===== config.mk =====
export PLATFORM = sky130hd
export DESIGN_NAME = fabric_jtag_tap
export DESIGN_NICKNAME = d
export VERILOG_FILES = /design/src/rtl/fabric_jtag_tap_pkg.sv /design/src/rtl/fabric_jtag_tap_fsm.sv /design/src/rtl/fabric_jtag_tap.sv
export SDC_FILE = /design/constraint.sdc
export NUM_CORES = 1
export LEC_CHECK = 0
export CORE_ASPECT_RATIO = 1.1
export CORE_UTILIZATION = 54
export DETAILED_ROUTE_END_ITERATION = 6
export PLACE_DENSITY = 0.82
export SETUP_SLACK_MARGIN = 0.5
export SYNTH_ARGS = -nofsm -noshare
export SYNTH_HDL_FRONTEND = slang
export SYNTH_SLANG_ARGS = --single-unit

===== constraint.sdc =====
create_clock -name JTAG_TCK -period 2.8 [get_ports JTAG_TCK]
set_input_delay 0.56 -clock JTAG_TCK [delete_from_list [all_inputs] [get_ports JTAG_TCK]]
set_output_delay 0.56 -clock JTAG_TCK [all_outputs]
set_load 0.02 [all_outputs]

===== src/rtl/fabric_jtag_tap_pkg.sv =====
// fabric_jtag_tap_pkg: TAP state encoding (IEEE 1149.1 style) and opcode constants.
package fabric_jtag_tap_pkg;
  typedef enum logic [3:0] {
    S_EXIT2_DR   = 4'h0,
    S_EXIT1_DR   = 4'h1,
    S_SHIFT_DR   = 4'h2,
    S_PAUSE_DR   = 4'h3,
    S_SELECT_IR  = 4'h4,
    S_UPDATE_DR  = 4'h5,
    S_CAPTURE_DR = 4'h6,
    S_SELECT_DR  = 4'h7,
    S_EXIT2_IR   = 4'h8,
    S_EXIT1_IR   = 4'h9,
    S_SHIFT_IR   = 4'hA,
    S_PAUSE_IR   = 4'hB,
    S_RTI        = 4'hC,
    S_UPDATE_IR  = 4'hD,
    S_CAPTURE_IR = 4'hE,
    S_TLR        = 4'hF
  } tap_state_t;
  // Opcodes; BYPASS is all-ones at any IR width once cast.
  localparam int OPC_BYPASS = -1;
  localparam int OPC_IDCODE = 1;
endpackage


===== src/rtl/fabric_jtag_tap_fsm.sv =====
// fabric_jtag_tap_fsm: 16-state TAP controller.
//   clk, rst_n (async, active-low), tms in; state plus capture/shift/update/tlr strobes out.
module fabric_jtag_tap_fsm
  import fabric_jtag_tap_pkg::*;
(
  input  logic       clk,
  input  logic       rst_n,
  input  logic       tms,
  output tap_state_t state,
  output logic       tlr,
  output logic       capture_ir,
  output logic       shift_ir,
  output logic       update_ir,
  output logic       capture_dr,
  output logic       shift_dr,
  output logic       update_dr
);
  always_ff @(posedge clk or negedge rst_n)
    if (!rst_n) state <= S_TLR;
    else
      case (state)
        S_TLR:        state <= tms ? S_TLR       : S_RTI;
        S_RTI:        state <= tms ? S_SELECT_DR : S_RTI;
        S_SELECT_DR:  state <= tms ? S_SELECT_IR : S_CAPTURE_DR;
        S_CAPTURE_DR: state <= tms ? S_EXIT1_DR  : S_SHIFT_DR;
        S_SHIFT_DR:   state <= tms ? S_EXIT1_DR  : S_SHIFT_DR;
        S_EXIT1_DR:   state <= tms ? S_UPDATE_DR : S_PAUSE_DR;
        S_PAUSE_DR:   state <= tms ? S_EXIT2_DR  : S_PAUSE_DR;
        S_EXIT2_DR:   state <= tms ? S_UPDATE_DR : S_SHIFT_DR;
        S_UPDATE_DR:  state <= tms ? S_SELECT_DR : S_RTI;
        S_SELECT_IR:  state <= tms ? S_TLR       : S_CAPTURE_IR;
        S_CAPTURE_IR: state <= tms ? S_EXIT1_IR  : S_SHIFT_IR;
        S_SHIFT_IR:   state <= tms ? S_EXIT1_IR  : S_SHIFT_IR;
        S_EXIT1_IR:   state <= tms ? S_UPDATE_IR : S_PAUSE_IR;
        S_PAUSE_IR:   state <= tms ? S_EXIT2_IR  : S_PAUSE_IR;
        S_EXIT2_IR:   state <= tms ? S_UPDATE_IR : S_SHIFT_IR;
        S_UPDATE_IR:  state <= tms ? S_SELECT_DR : S_RTI;
        default:      state <= S_TLR;
      endcase
  assign tlr        = state == S_TLR;
  assign capture_ir = state == S_CAPTURE_IR;
  assign shift_ir   = state == S_SHIFT_IR;
  assign update_ir  = state == S_UPDATE_IR;
  assign capture_dr = state == S_CAPTURE_DR;
  assign shift_dr   = state == S_SHIFT_DR;
  assign update_dr  = state == S_UPDATE_DR;
endmodule


===== src/rtl/fabric_jtag_tap.sv =====
// fabric_jtag_tap: fabric-side JTAG TAP slave with IR, BYPASS, optional IDCODE and a USER DR.
//   JTAG_TCK/JTAG_TRSTN clock and async active-low reset; JTAG_TDI/JTAG_TMS in; JTAG_TDO/JTAG_TDO_EN out (TCK fall);
//   USER_CAPTURE_DATA in, USER_UPDATE_DATA/USER_UPDATE_VALID out; TAP_STATE and IR_VALUE debug out.
//   Define FABRIC_JTAG_TAP_IDCODE_EN to decode IDCODE (opcode 1) and make it the reset instruction.
module fabric_jtag_tap
  import fabric_jtag_tap_pkg::*;
#(
  parameter int                     IR_WIDTH     = 4,
  parameter int                     DR_WIDTH     = 32,
  parameter logic [31:0]            IDCODE_VALUE = 32'h1A5B_C001,
  parameter logic [IR_WIDTH-1:0]    USER_OPCODE  = IR_WIDTH'(8)
) (
  input  logic                JTAG_TCK,
  input  logic                JTAG_TRSTN,
  input  logic                JTAG_TDI,
  input  logic                JTAG_TMS,
  output logic                JTAG_TDO,
  output logic                JTAG_TDO_EN,
  input  logic [DR_WIDTH-1:0] USER_CAPTURE_DATA,
  output logic [DR_WIDTH-1:0] USER_UPDATE_DATA,
  output logic                USER_UPDATE_VALID,
  output logic [3:0]          TAP_STATE,
  output logic [IR_WIDTH-1:0] IR_VALUE
);
`ifdef FABRIC_JTAG_TAP_IDCODE_EN
  localparam logic [IR_WIDTH-1:0] IR_RESET = IR_WIDTH'(OPC_IDCODE);
`else
  localparam logic [IR_WIDTH-1:0] IR_RESET = IR_WIDTH'(OPC_BYPASS);
`endif
  tap_state_t state;
  logic tlr, capture_ir, shift_ir, update_ir, capture_dr, shift_dr, update_dr;
  logic [IR_WIDTH-1:0] ir, ir_sr;
  logic [DR_WIDTH-1:0] user_sr;
  logic [31:0] id_sr;
  logic bypass_sr, sel_user, sel_id, dr_lsb;
  fabric_jtag_tap_fsm u_fsm (
    .clk        (JTAG_TCK),
    .rst_n      (JTAG_TRSTN),
    .tms        (JTAG_TMS),
    .state      (state),
    .tlr        (tlr),
    .capture_ir (capture_ir),
    .shift_ir   (shift_ir),
    .update_ir  (update_ir),
    .capture_dr (capture_dr),
    .shift_dr   (shift_dr),
    .update_dr  (update_dr)
  );
  assign sel_user = ir == USER_OPCODE;
`ifdef FABRIC_JTAG_TAP_IDCODE_EN
  assign sel_id = ir == IR_WIDTH'(OPC_IDCODE) && !sel_user;
`else
  assign sel_id = 1'b0;
`endif
  assign dr_lsb    = sel_user ? user_sr[0] : sel_id ? id_sr[0] : bypass_sr;
  assign TAP_STATE = state;
  assign IR_VALUE  = ir;
  // Shifts are written as a widened right shift so a 1-bit DR needs no special case.
  always_ff @(posedge JTAG_TCK or negedge JTAG_TRSTN)
    if (!JTAG_TRSTN) begin
      ir                <= IR_RESET;
      ir_sr             <= '0;
      user_sr           <= '0;
      id_sr             <= '0;
      bypass_sr         <= 1'b0;
      USER_UPDATE_DATA  <= '0;
      USER_UPDATE_VALID <= 1'b0;
    end else begin
      ir                <= tlr ? IR_RESET : update_ir ? ir_sr : ir;
      ir_sr             <= capture_ir ? IR_WIDTH'(2'b01) :
                           shift_ir ? IR_WIDTH'({JTAG_TDI, ir_sr} >> 1) : ir_sr;
      bypass_sr         <= capture_dr ? 1'b0 : shift_dr ? JTAG_TDI : bypass_sr;
      id_sr             <= capture_dr && sel_id ? IDCODE_VALUE :
                           shift_dr && sel_id ? 32'({JTAG_TDI, id_sr} >> 1) : id_sr;
      user_sr           <= capture_dr && sel_user ? USER_CAPTURE_DATA :
                           shift_dr && sel_user ? DR_WIDTH'({JTAG_TDI, user_sr} >> 1) : user_sr;
      USER_UPDATE_DATA  <= update_dr && sel_user ? user_sr : USER_UPDATE_DATA;
      USER_UPDATE_VALID <= update_dr && sel_user;
    end
  always_ff @(negedge JTAG_TCK or negedge JTAG_TRSTN)
    if (!JTAG_TRSTN) begin
      JTAG_TDO    <= 1'b0;
      JTAG_TDO_EN <= 1'b0;
    end else begin
      JTAG_TDO    <= shift_ir ? ir_sr[0] : shift_dr ? dr_lsb : 1'b0;
      JTAG_TDO_EN <= shift_ir || shift_dr;
    end
endmodule


Word-level counts from Yosys, hierarchy flattened

Cells that the tools add are included.
W data, S select, Z words.

Output and inout port bits: 43
Bits in registers: 80
Word-level logic and storage cells: 61

Muxes and demuxes: 24
Equal/unequal tests: 16
Reduce and logical (&&, ||, !) cells: 12

Operators with widths:

| operator             | count |
|---|---|
| $mux W32             | 2 |
| $pmux W4 S12         | 1 |
| $eq A4 B4 Y1 const B | 9 |
| $mux W4              | 5 |
| $eq A4 B3 Y1 const B | 4 |
| $mux W2              | 6 |
| $mux W3              | 4 |
| $eq A4 B2 Y1 const B | 2 |
| $reduce_bool A2 Y1   | 4 |
| $mux W1              | 6 |
| $eq A4 B1 Y1 const B | 1 |
| $logic_not A4 Y1     | 1 |
| $reduce_or A2 Y1     | 2 |
| $logic_and A1 B1 Y1  | 3 |
| $reduce_or A3 Y1     | 1 |
| $logic_or A1 B1 Y1   | 1 |

Depth between registers and ports, before layout

Gate-level depths: netlist of the first run.

Depth in word-level cells: 4
Depth in mapped cells: 6

Hierarchy

A second synthesis of the first run with hierarchy kept.

Cells, all modules: 339
Area, all modules: 3847.4 µm²

By module, submodules not included:

| module              | area each (µm²) | times used | cells each |
|---|---|---|---|
| fabric_jtag_tap     | 3587.2          | 1          | 308 |
| fabric_jtag_tap_fsm | 260.2           | 1          | 31 |

==> qor.yml, run 1 <==
syn-instance-count: 286
ios: 79
most-common-layout-cells: "sky130_fd_sc_hd__clkdlybuf4s50_1, sky130_fd_sc_hd__dfrtp_1, sky130_fd_sc_hd__a21oi_1"
cts-root-buf: "sky130_fd_sc_hd__clkbuf_8"
finalHoldViolCount: 0
tritoncts: "built"
netlist-cell-type-count: 34
total_leakage_power_uw: 0.00220
synth.yosys.warnings: 0
first_global_vias: 2484
syn-mean-instance-area_um2: 12.6
run_status: "finished with violations"
die_x_um: 80.0
core_area_mm2: 0.00631
antenna_found_initial: 0
final_setup_violation_count: 3
category_of_the_worst_setup_path_capture_point: "flip-flop"
clk_pin_slew_worst_paths_ps: 80
area_delta_synth_final_pct: 31.6
synthArstFlopShare: 1.00
worst_ir_drop_vdd_mv: 0.615
clock_tree.buffer_depth: 2
gp_routability_congestion: 0.730
ctsHtreeMaxLevel: 3
worstSetupStartpointType: "flip-flop"
routedWlPerCell_um: 16.5
cts_made_buffers: 9
grt_remaining_overflow: 0
routed_wl_mm: 7.41
wire_length_of_the_first_global_routing_pass_mm: 12.1
synth.ff_latch_count: 80
timing.clock.skew_ps: 11.5
post-route-cell-area_mm2: 0.00475
post-synth-top-area-fraction: 0.485
drc_errors: 0
path_max_fanout: 2
detailedRoute.firstIterationViolations: 174
grt_setup_unrepaired: "true"
cts_num_sinks: 80
grt_start_max_net_pins: 71
floorplan.initialDensity: 0.573
setup_total_neg_slack_ps: -63.4
dr_total_vias: 2549
crit_path_class: "flip-flop to flip-flop"
antenna_cells: 0
synthTopCellsByArea: "sky130_fd_sc_hd__dfrtp_1, sky130_fd_sc_hd__mux2_4, sky130_fd_sc_hd__mux2i_1"
place_area_mm2: 0.00445
worst_ep_required_time_ps: 1580
dpl.hpwl_mm: 4.65
io_buffers: 78
drive_gt1_frac: 0.216
postSynth.topFlopCell: "sky130_fd_sc_hd__dfrtp_1"
nNetsFinal: 401
vias_per_cell: 5.66
mostFrequentLayoutCell: "sky130_fd_sc_hd__clkdlybuf4s50_1"
cap_violations: 0
worst_pin_slew_ps: 858
drt.antenna.violating_nets: 0
pwr_density_cell_mw_per_mm2: 1190
failing_checks: "negative setup slack"
fp.dieH_um: 87.8
yosys.area.top_type: "sky130_fd_sc_hd__dfrtp_1"
ys_seq_area_frac: 0.557
detail_route.first_pass.iterations: 4
worst-endpoint-arrival_ps: 1630
slew_violations: 0
synth_enable_flop_cells: 0
timing.final.ws_setup_ps: -54.7
netlist_area_mm2: 0.00361
sum_of_internal_switching_and_leakage_power_uw: 5640
grt_use_total: 0.227
synthesis.nets: 322
rows: 30
design.die.area_mm2: 0.00702
detailedPlace.worstSlack_ps: -127
slew_headroom: 0.428
hp-class: "input pin to asynchronous set/reset pin"
clkLatencyLatePin_ps: 340
n_fill_cell: 422
state kept, by name, indices dropped and copies added (netlist names):
name / cells
IR_VALUE: 4
JTAG_TDO: 1
JTAG_TDO_EN: 1
USER_UPDATE_DATA: 32
USER_UPDATE_VALID: 1
bypass_sr: 1
ir_sr: 4
u_fsm.state: 4
user_sr: 32
repair_timing:
item,in CTS,in global routing
hold buffers,0,0
setup endpoints to repair,4,5
resized for setup,14,3
endpoints found under the hold margin,0,0
buffers inserted,1,4
layout make-up:
cell class / count / area, µm² / share of cell area
flip-flops and latches: 80 / 2010 / 0.423
multi-input cells: 178 / 1480 / 0.310
repair buffers: 93 / 902 / 0.190
clock buffers: 11 / 151 / 0.0318
clock inverters: 5 / 103 / 0.0216
well taps: 80 / 100 / 0.0211
inverters: 3 / 11.3 / 0.00237
worst max-delay path, cell delays in order, from the launching register on:
cell	delay [ps]
sky130_fd_sc_hd__dfstp_2	540
sky130_fd_sc_hd__nor4b_4	230
sky130_fd_sc_hd__mux2_4	330
sky130_fd_sc_hd__o211a_1	200
final timing paths:
| kind | startpoint | to | slack, ps | cells after the start |
|---|---|---|---|---|
| max | IR_VALUE[3]$_DFFE_PN1P_ | JTAG_TDO$_DFF_NN0_ | -50 | 3 |
| min | JTAG_TRSTN | ir_sr[2]$_DFFE_PN0N_ | 40 | 1 |
| max reg2reg | IR_VALUE[3]$_DFFE_PN1P_ | JTAG_TDO$_DFF_NN0_ | -50 | 3 |
| min reg2reg | USER_UPDATE_DATA[1]$_DFFE_PN0P_ | USER_UPDATE_DATA[1]$_DFFE_PN0P_ | 510 | 1 |
| max in group asynchronous | JTAG_TRSTN | JTAG_TDO_EN$_DFF_NN0_ | 1280 | 1 |
| min in group JTAG_TCK | USER_UPDATE_DATA[1]$_DFFE_PN0P_ | USER_UPDATE_DATA[1]$_DFFE_PN0P_ | 510 | 1 |
cell families (layout without fill, tap and decap cells):
logic type | Yosys count | after routing | synth area share
simple gates | 30 | 30 | 0.0492
compound gates | 84 | 84 | 0.135
buf+inv | 28 | 112 | 0.0402
flops | 80 | 80 | 0.557
mux | 64 | 64 | 0.219
synthesized netlist by cell type (all sizes together) (2+ instances only):
master / instances
dfstp: 8
nand2: 13
o21ai: 10
inv: 3
a21oi: 33
a31oi: 31
clkbuf: 9
dfrtp: 70
dfrtn: 2
mux2: 33
mux2i: 31
nand2b: 5
buf: 16
nor2: 6
power by group:
group          switching (µW)  internal, µW
sequential                411          1720
clock                     407           640
combinational            1180          1280
total                    2000          3640
per-stage QoR:
step            util  hold slack, ps  cells
5_1_grt        0.754            36.8    450
6_report       0.754            41.3    450
4_1_cts        0.748            31.8    446
3_5_place_dp   0.706             399    429
2_1_floorplan      -             264    286
3_3_place_gp   0.706             395    429
layer usage:
| layer | part of all wire | up-vias | track usage |
|---|---|---|---|
| met1 | 0.46 | 1277 | 0.321 |
| met5 | 0 | - | 0 |
| li1 | - | 1197 | - |
| met2 | 0.49 | 65 | 0.353 |
| met3 | 0.036 | 10 | 0.0344 |
| met4 | 0.016 | 0 | 0.0925 |
Power figures use the tool's default switching activity.
==> run 2: changes to the inputs <==
Settings changed: CORE_UTILIZATION 54 to 25, PLACE_DENSITY 0.82 to 0.43.
==> run 2 against run 1 <==
The flow still finishes with violations (negative setup slack). Register-to-register slack about the same. Critical path depth stayed put. Clock-buffer cell count rose by 1. Sequential cell count unchanged. Global-route usage down 11 points. Sequential power hardly changed. Non-clock buffer count shrank 3. Largest cell class unchanged.
==> qor.yml, run 2 (synthesis gave the netlist of run 1 again) <==
grt_remaining_overflow: 0
pwr_density_cell_mw_per_mm2: 1160
worst_ir_drop_vdd_mv: 0.390
clkLatencyLatePin_ps: 340
combined_area_of_the_multi_input_logic_cells_mm2: 0.00148
grt_start_max_net_pins: 79
drc_errors: 0
drive_gt1_frac: 0.205
detail_route.first_pass.iterations: 4
seqCellArea_mm2: 0.00201
clk_pin_slew_worst_paths_ps: 60
clock_tree.buffer_depth: 2
hp-class: "input pin to asynchronous set/reset pin"
final_setup_violation_count: 3
slew_violations: 0
worst_pin_slew_ps: 1050
first_global_vias: 2441
wire_length_of_the_first_global_routing_pass_mm: 13.0
routedWlPerCell_um: 14.4
core_area_mm2: 0.0140
die_x_um: 117
ios: 79
antenna_cells: 0
run_status: "finished with violations"
regs_by_ff_count: "USER_UPDATE_DATA: 32 flops, user_sr: 32 flops"
cts_made_buffers: 9
cts_hold_buf: 0
timing.final.ws_setup_ps: -46.4
worstSetupStartpointType: "flip-flop"
floorplan.initialDensity: 0.259
grt_use_total: 0.116
worstSetupStartpoint: "IR_VALUE[3]$_DFFE_PN1P_"
worst_ep_required_time_ps: 1590
ctsHtreeMaxLevel: 3
mostFrequentLayoutCell: "sky130_fd_sc_hd__clkdlybuf4s50_1"
tritoncts: "built"
detailedPlace.worstSlack_ps: -117
total_leakage_power_uw: 0.00218
grt_setup_unrepaired: "true"
io_buffers: 78
drt.antenna.violating_nets: 0
design.die.area_mm2: 0.0149
cap_violations: 0
routed_wl_mm: 7.99
setup_total_neg_slack_ps: -59.7
crit_path_class: "flip-flop to flip-flop"
r2r_start: "IR_VALUE[3]$_DFFE_PN1P_"
rows: 45
most-common-layout-cells: "sky130_fd_sc_hd__clkdlybuf4s50_1, sky130_fd_sc_hd__dfrtp_1, sky130_fd_sc_hd__a21oi_1"
area_delta_synth_final_pct: 35.1
category_of_the_worst_setup_path_capture_point: "flip-flop"
dpl.hpwl_mm: 5.00
detailedRoute.firstIterationViolations: 84
vias_per_cell: 4.37
cts-root-buf: "sky130_fd_sc_hd__clkbuf_16"
nNetsFinal: 398
finalHoldViolCount: 0
worst-endpoint-arrival_ps: 1630
path_max_fanout: 2
antenna_found_initial: 0
timing.clock.skew_ps: 5.52
gp_routability_congestion: 0.670
fp.dieH_um: 128
n_fill_cell: 1433
dr_total_vias: 2420
failing_checks: "negative setup slack"
cts_num_sinks: 80
slew_headroom: 0.303
[run 2: changes by cell type in the layout (fill, tap and decap cells not counted), sizes merged]
cell           change
buf                -3
bufinv             -3
clkbuf             +1
clkdlybuf4s50      +1
clkinv             +1
dlymetal6s2s       -1
[run 2: layout make-up]
type / count / share of cell area
Clock buffer: 12 / 0.0526
Clock inverter: 3 / 0.00359
Sequential cell: 80 / 0.412
Tap cell: 188 / 0.0482
Timing Repair Buffer: 90 / 0.179
Inverter: 3 / 0.00231
Multi-Input combinational cell: 178 / 0.302
[run 2: critical path, stage by stage, from the launching register on]
cell	delay (ps)
sky130_fd_sc_hd__dfstp_2	530
sky130_fd_sc_hd__nor4b_4	240
sky130_fd_sc_hd__mux2_4	330
sky130_fd_sc_hd__o211a_1	200
[run 2: power breakdown]
part           leakage (µW)  internal (µW)  total [µW]  switching (µW)
Sequential         0.000913           1720        2100             376
Combinational       0.00114           1250        2440            1190
Clock              0.000134            641        1100             459
Total               0.00218           3620        5640            2020
[run 2: metrics by stage]
step                      std cells  hold slack (ps)   util  total power, µW  area [µm²]
after floorplan                 286              264      -             3690        3650
after CTS                       553              509  0.349             5710        4870
final                           554              457  0.350             5640        4880
after global placement          538              496  0.329             4570        4590
after detailed placement        538              491  0.329             4570        4590
after global routing            554              526  0.350             6030        4880
[run 2: worst paths after layout]
check                                                    to  slack [ps]  cells after the start
max                                      JTAG_TDO$_DFF_NN0_         -50                      3
min                                   bypass_sr$_DFFE_PN0N_         460                      2
max reg2reg                              JTAG_TDO$_DFF_NN0_         -50                      3
min reg2reg                USER_UPDATE_DATA[12]$_DFFE_PN0P_         510                      1
max in group asynchronous                JTAG_TDO$_DFF_NN0_        1400                      1
min in group JTAG_TCK      USER_UPDATE_DATA[12]$_DFFE_PN0P_         510                      1
[run 2: what timing repair did]
action | 4_1_cts | 5_1_grt
endpoints found under the hold margin | 0 | 0
buffers inserted | 0 | 1
setup endpoints to repair | 4 | 36
cloned | 0 | 0
gates resized for setup | 13 | 1
[run 2: per-layer routing]
layer,track usage,routed length (µm),vias to the layer above
met3,0.0322,426,11
met1,0.152,3790,1155
met2,0.171,3590,58
li1,-,-,1196
met5,0,0,-
met4,0.0625,182,0
